<file path="src/rtl/select_pkg.sv">
// Shared types and helpers for the select/extract pipeline.
package select_pkg;

   typedef enum logic [1:0] {
      SEL_ZEXT = 2'd0,
      SEL_SEXT = 2'd1,
      SEL_BIT  = 2'd2,
      SEL_RSVD = 2'd3
   } sel_mode_e;

   // Widest field/result the extension helper supports.
   localparam int unsigned MAX_W = 64;

   // Sign-extend the low fw bits of field across MAX_W bits.
   function automatic logic [MAX_W-1:0] sext_field(input logic [MAX_W-1:0] field,
                                                   input int unsigned     fw);
      logic [MAX_W-1:0] upper;
      upper = {MAX_W{1'b1}} << fw;
      sext_field = field[6'(fw - 1)] ? (field | upper) : (field & ~upper);
   endfunction

endpackage

</file>
<file path="src/rtl/select_pipe_stage.sv">
// Generic valid/ready register slice; accepts whenever empty or draining.
module select_pipe_stage #(
   parameter int unsigned W = 8
) (
   input  logic         clk,
   input  logic         rst,
   input  logic         in_valid,
   output logic         in_ready,
   input  logic [W-1:0] in_data,
   output logic         out_valid,
   input  logic         out_ready,
   output logic [W-1:0] out_data
);

   assign in_ready = !out_valid || out_ready;

   always_ff @(posedge clk) begin
      if (rst) begin
         out_valid <= 1'b0;
         out_data  <= '0;
      end else if (in_ready) begin
         out_valid <= in_valid;
         if (in_valid) begin
            out_data <= in_data;
         end
      end
   end

endmodule

</file>
<file path="src/rtl/select_extract_pipe.sv">
// Two-stage field extractor: S1 selects the raw field, S2 applies the extension mode.
module select_extract_pipe
   import select_pkg::*;
#(
   parameter int unsigned DATA_W  = 32,
   parameter int unsigned FIELD_W = 8,
   parameter int unsigned OUT_W   = 16,
   parameter int unsigned CNT_W   = 16
) (
   input  logic                        clk,
   input  logic                        rst,
   input  logic                        in_valid,
   output logic                        in_ready,
   input  logic signed [DATA_W-1:0]    in_word,
   input  logic [$clog2(DATA_W)-1:0]   in_offset,
   input  sel_mode_e                   in_mode,
   output logic                        out_valid,
   input  logic                        out_ready,
   output logic [OUT_W-1:0]            out_data,
   output logic                        out_err,
   output logic [CNT_W-1:0]            err_count
);

   localparam int unsigned EXT_W = DATA_W + FIELD_W;
   localparam int unsigned S1_W  = FIELD_W + 4;
   localparam int unsigned S2_W  = OUT_W + 1;

   logic [EXT_W-1:0]   ext_word;
   logic [FIELD_W-1:0] in_field;
   logic               in_bit;
   logic               range_err;
   logic               in_err;
   logic [31:0]        span;

   logic               s1_valid;
   logic               s1_ready;
   logic [S1_W-1:0]    s1_q;
   logic [FIELD_W-1:0] s1_field;
   logic               s1_bit;
   logic [1:0]         s1_mode;
   logic               s1_err;

   logic [OUT_W-1:0]   s2_data;
   logic [S2_W-1:0]    s2_q;

   // Zero-fill above the word so reads past DATA_W-1 return 0, never sign bits.
   assign ext_word  = EXT_W'($unsigned(in_word));
   assign in_field  = FIELD_W'(ext_word >> in_offset);
   assign in_bit    = 1'(ext_word >> in_offset);
   assign span      = 32'(in_offset) + 32'(FIELD_W);
   assign range_err = span > 32'(DATA_W);

   always_comb begin
      in_err = range_err;
      case (in_mode)
         SEL_BIT:  in_err = 1'b0;
         SEL_RSVD: in_err = 1'b1;
         default:  ;
      endcase
   end

   select_pipe_stage #(.W(S1_W)) u_s1 (
      .clk       (clk),
      .rst       (rst),
      .in_valid  (in_valid),
      .in_ready  (in_ready),
      .in_data   ({in_field, in_bit, in_mode, in_err}),
      .out_valid (s1_valid),
      .out_ready (s1_ready),
      .out_data  (s1_q)
   );

   assign {s1_field, s1_bit, s1_mode, s1_err} = s1_q;

   // Reserved mode falls through to zero extension.
   always_comb begin
      s2_data = OUT_W'(s1_field);
      case (sel_mode_e'(s1_mode))
         SEL_SEXT: s2_data = OUT_W'(sext_field(MAX_W'(s1_field), FIELD_W));
         SEL_BIT:  s2_data = OUT_W'(s1_bit);
         default:  ;
      endcase
   end

   select_pipe_stage #(.W(S2_W)) u_s2 (
      .clk       (clk),
      .rst       (rst),
      .in_valid  (s1_valid),
      .in_ready  (s1_ready),
      .in_data   ({s2_data, s1_err}),
      .out_valid (out_valid),
      .out_ready (out_ready),
      .out_data  (s2_q)
   );

   assign {out_data, out_err} = s2_q;

   // Errors are counted at input acceptance, saturating at all-ones.
   always_ff @(posedge clk) begin
      if (rst) begin
         err_count <= '0;
      end else if (in_valid && in_ready && in_err && (err_count != {CNT_W{1'b1}})) begin
         err_count <= err_count + CNT_W'(1);
      end
   end

endmodule
</file>
<file path="config.mk">
export PLATFORM = sky130hd
export DESIGN_NAME = select_extract_pipe
export DESIGN_NICKNAME = d
export VERILOG_FILES = /design/src/rtl/select_pkg.sv /design/src/rtl/select_pipe_stage.sv /design/src/rtl/select_extract_pipe.sv
export SDC_FILE = /design/constraint.sdc
export NUM_CORES = 1
export LEC_CHECK = 0
export ABC_AREA = 1
export CORE_MARGIN = 2
export CORE_UTILIZATION = 53
export CTS_CLUSTER_SIZE = 14
export DETAILED_ROUTE_END_ITERATION = 10
export GPL_ROUTABILITY_DRIVEN = 0
export PLACE_DENSITY = 0.87
export SLEW_MARGIN = 10
export SYNTH_ARGS = -nofsm -noshare
export SYNTH_HDL_FRONTEND = slang
export SYNTH_HIERARCHICAL = 1
export SYNTH_SLANG_ARGS = --single-unit
</file>
<file path="constraint.sdc">
create_clock -name clk -period 1.88 [get_ports clk]
set_input_delay 0.376 -clock clk [delete_from_list [all_inputs] [get_ports clk]]
set_output_delay 0.376 -clock clk [all_outputs]
set_load 0.02 [all_outputs]
</file>
==> impl.org <==
** Outcome
- Result of the run :: completed

** Yosys
- Number of synthesized flops with an enable pin :: 0
- After synthesis, the share of cell area in mux cells is 0%.
- Synthesized-area fraction occupied by adder cells :: less than 1%
- Summing the areas of all compound-gate instances in the mapped netlist gives 8.59% of the synthesized area.
- In this run the biggest area consumer among cell types represents between 20% and 30% of the synthesized area.
- Sequential cells were found to cover 23.6% of the synthesized design area.
- Most frequent cell after synthesis :: nand2_1
- Flip-flop cell with the highest count after synthesis :: dfxtp_1
- Cell taking the most area after synthesis :: dfxtp_1
- The cell count after synthesis came out at 693.
- In the post-synthesis netlist, the biggest area contributors are dfxtp_1 (24%), nand2_1 (21%), nand3_1 (15%).
- The synthesized design contains 47 register bits.
- After Yosys synthesis, XOR and XNOR cells account for 0.658% of the synthesized area.
- After Yosys synthesis, and, or, nand and nor cells account for approximately half of the synthesized area.
- Syn_nets :: 739
- By area, the combinational part of the netlist is dominated by simple AND/OR/NAND/NOR gates.
- Avg Cell Area, Syn :: 5.76 sq um
- Synthesis instantiated 30 different standard cells from the library.
- Cell area after technology mapping :: 3990 sq um
- Fraction of synthesis flops using an asynchronous set or reset pin :: 0%
- The commonest cells after synthesis are nand2_1 (226), nand3_1 (122), nor2_1 (85), inv_1 (69), dfxtp_1 (47).
- Yosys printed 6 warnings.

** Cells and area
- After routing the design area is 4930 sq um.
- Final core utilization :: between 60 and 70%
- Total Nets Final :: 813
- Number of fillers in the final layout :: 673
- Across the whole layout, storage elements account for ~940 sq um.
- Final antenna diode count :: 0
- Combined area of the multi-input logic cells :: 2460 sq um
- Area growth syn-to-layout :: 23.6%
- Proportion of layout cells with a drive suffix above 1 :: 9.52%

** Floorplan
- Effective utilization at floorplan :: 54.8%
- The die is 90.8 um wide.
- Floorplan row count :: 31
- Die Span Y :: 90.8 um
- For this design the top-level I/O count stands at between 70 and 80.
- The floorplan step defined a core boundary enclosing 7290 sq um.
- DIE AREA :: just over 8000 sq um

** Pwr
- Total Power :: about 0.0025 W
- Static leakage :: 2.27 nW
- VDD sags by at most 298 uV.
- Power per cell area :: 507 nW/um^2

** Global routing
- Global routing usage on met3 :: 3.42%
- Global-route wire length before repair :: 17400 um
- For this run, global-route usage on met1 was measured as 31.7%.
- Initial antenna violation count :: 0
- Global-route met2 utilization :: 43.4%
- Layer with the highest usage after global routing :: met2
- Largest net degree at the start of global routing :: 36
- Vias in the first global route :: 4070
- Global routing used 24.6% of the available tracks across all layers.
- Global route total overflow :: 0

** Detailed routing
- Average detailed-routed wire length per instance :: 12.0 um
- The count of nets left with antenna violations once routing finished came out at 0.
- The first routing iteration left 506 violations.
- Using the TritonRoute via totals, the vias-per-cell ratio works out to 5.35.
- Total DRC errors in the routed layout :: 0
- Total via count after detailed routing :: 4637
- The routed design has ~10000 um of wire.
- Before antenna repair, the detailed router went through 8 iterations.

** Min path
- Type of the most critical hold path :: reg -> reg
- Hold Crit Start :: u_s2/out_data[8]
- The worst hold path terminates at u_s2/out_data[8].
- Worst Hold Path Cells :: 2

** Clock network
- CTS max path bufs :: 2
- The number of clock buffers added by TritonCTS is 5.
- Post-cts hold buffer count :: 0
- The H-tree was split into 2 levels.
- The tree is rooted in a clkbuf_8.
- Clock sink count :: 47
- After clock tree synthesis, the clock-pin slew on the worst setup and hold paths is 90 ps.
- Insertion delay of the later-clocked pin in the worst-skew pair :: approximately 300 ps
- CTS tree :: done

** Job
- Number of violations of the max-capacitance limit :: 0

** Timing
- Timing would allow up to 562 MHz.
- After layout, the worst path uses 94.7% of the clock period.
- For the finished layout, the period the worst path requires is 1780 ps.
- Setup violations remaining at the end of the flow were counted as 0.
- Post-route worst hold slack :: a little under 500 ps
- Setup repair after global routing left no endpoint under its margin.
- Post-Route Setup TNS :: 0 ps
- Max transition margin :: 62.8%
- The final count of hold timing violations came to 0.
- For the pin with the worst max-slew slack, the measured transition is 556 ps.
- The final max-slew violation count was 0.
- On the final layout, the worst clock skew is roughly 9 ps.

** Setup path
- Worst Setup End Kind :: output port
- In this run the critical register-to-register path is captured at u_s2/out_data[13].
- Slowest cell on the critical path :: clkdlybuf4s50_1
- The worst register-to-register path begins at u_s1/out_data[1].
- For the worst setup path, the data arrival time is 1400 ps.
- The worst register-to-register path has a setup slack of 230 ps.
- Walking the worst path, the cells encountered are clkdlybuf4s50_1.
- In this design, the stage delay of the slowest critical-path cell is 660 ps.
- The setup path with the least slack is of type reg -> out.
- Along the worst path, the maximum fanout reaches 6.
- In this design, the largest share of critical-path delay is due to buffers and inverters.
- For the worst setup path, the data required time is 1500 ps.
- For the worst flop-to-flop path, the logic depth is 7.
- Sum of buffers and inverters on the critical path :: 1
- Kind of launch point of the worst setup path :: flip-flop

** Placement
- Post-detailed-placement half-perimeter wirelength :: just under 8000 um
- Buffers placed on the I/O ports in this run total 77.
- Post-place instance area :: 4830 sq um
flip-flops by register name (all words and copies together), names as in the netlist:
| signal | flops |
|---|---|
| u_s2/out_data | 17 |
| err_count | 16 |
| u_s1/out_data | 12 |
| u_s1/out_valid | 1 |
| u_s2/out_valid | 1 |
layout by cell type, fill, tap and decap left out, drive strengths merged:
cell,n
nand2,235
nand3,130
nor2,94
inv,74
clkdlybuf4s50,73
a21oi,50
dfxtp,47
buf,25
o21ai,11
clkbuf,5
clkinv,4
ha,3
dlymetal6s2s,3
clkinvlp,2
o211ai,2
nand4,2
xnor2,2
or2,1
o21bai,1
nand3b,1
xor2,1
dlygate4sd2,1
repair_timing:
action | 4_1_cts | 5_1_grt
resized for setup | 1 | 7
buffers inserted | 0 | 0
cloned | 0 | 1
endpoints found under the setup margin | 1 | 9
per-stage QoR:
step                      setup WS [ps]  instances
after floorplan                     230        693
after global placement             -226        858
after detailed placement           -265        858
after CTS                          56.5        865
after global routing               38.0        866
final                              99.7        866
layer usage:
metal	up-vias	wire length (um)
met5	-	0
met4	0	204
met3	27	765
met2	187	4990
met1	2090	4410
li1	2333	-
worst max path at each step:
stage / start / to / slack (ps) / depth (start not counted)
2_1_floorplan: u_s2/out_valid / err_count[4] / 230 / 12
3_3_place_gp: in_offset[0] / u_s1/out_data[4] / -230 / 13
3_5_place_dp: in_offset[0] / u_s1/out_data[4] / -270 / 13
4_1_cts: in_offset[0] / u_s1/out_data[4] / 60 / 13
5_1_grt: in_offset[3] / u_s1/out_data[8] / 40 / 13
6_report: err_count[11] / err_count[11] / 100 / 1
worst reg2reg max path, cell delays in order, from the launching register on:
cell and delay (ps):
dfxtp_1 370, inv_1 50, ha_1 320, nor2_1 460
inv_1 110, nand3_1 100, nand2_1 60, nor2_1 100
power by group:
group / internal [W] / leakage, nW / switching (W) / total, W
clock network: 0.000255 / 0.0440 / 0.000336 / 0.000591
registers: 0.00105 / 0.385 / 0.0000312 / 0.00108
logic: 0.000357 / 1.84 / 0.000475 / 0.000832
total: 0.00166 / 2.27 / 0.000842 / 0.00250
kinds of logic (layout without fill, tap and decap cells):
logic type | after synthesis | count (layout)
simple gates | 463 | 463
fa+ha+maj | 3 | 3
buf+inv | 113 | 187
flops | 47 | 47
xor+xnor | 3 | 3
compound gates | 64 | 64
layout make-up:
type | count | area share, %
multi-input cells | 533 | 49.8
repair buffers | 102 | 20.8
flip-flops and latches | 47 | 19.1
inverters | 77 | 5.93
well taps | 99 | 2.51
clock buffers | 5 | 1.39
clock inverters | 2 | 0.279
repair inverters | 1 | 0.152
Note: power is estimated with default switching activity, not from simulation.
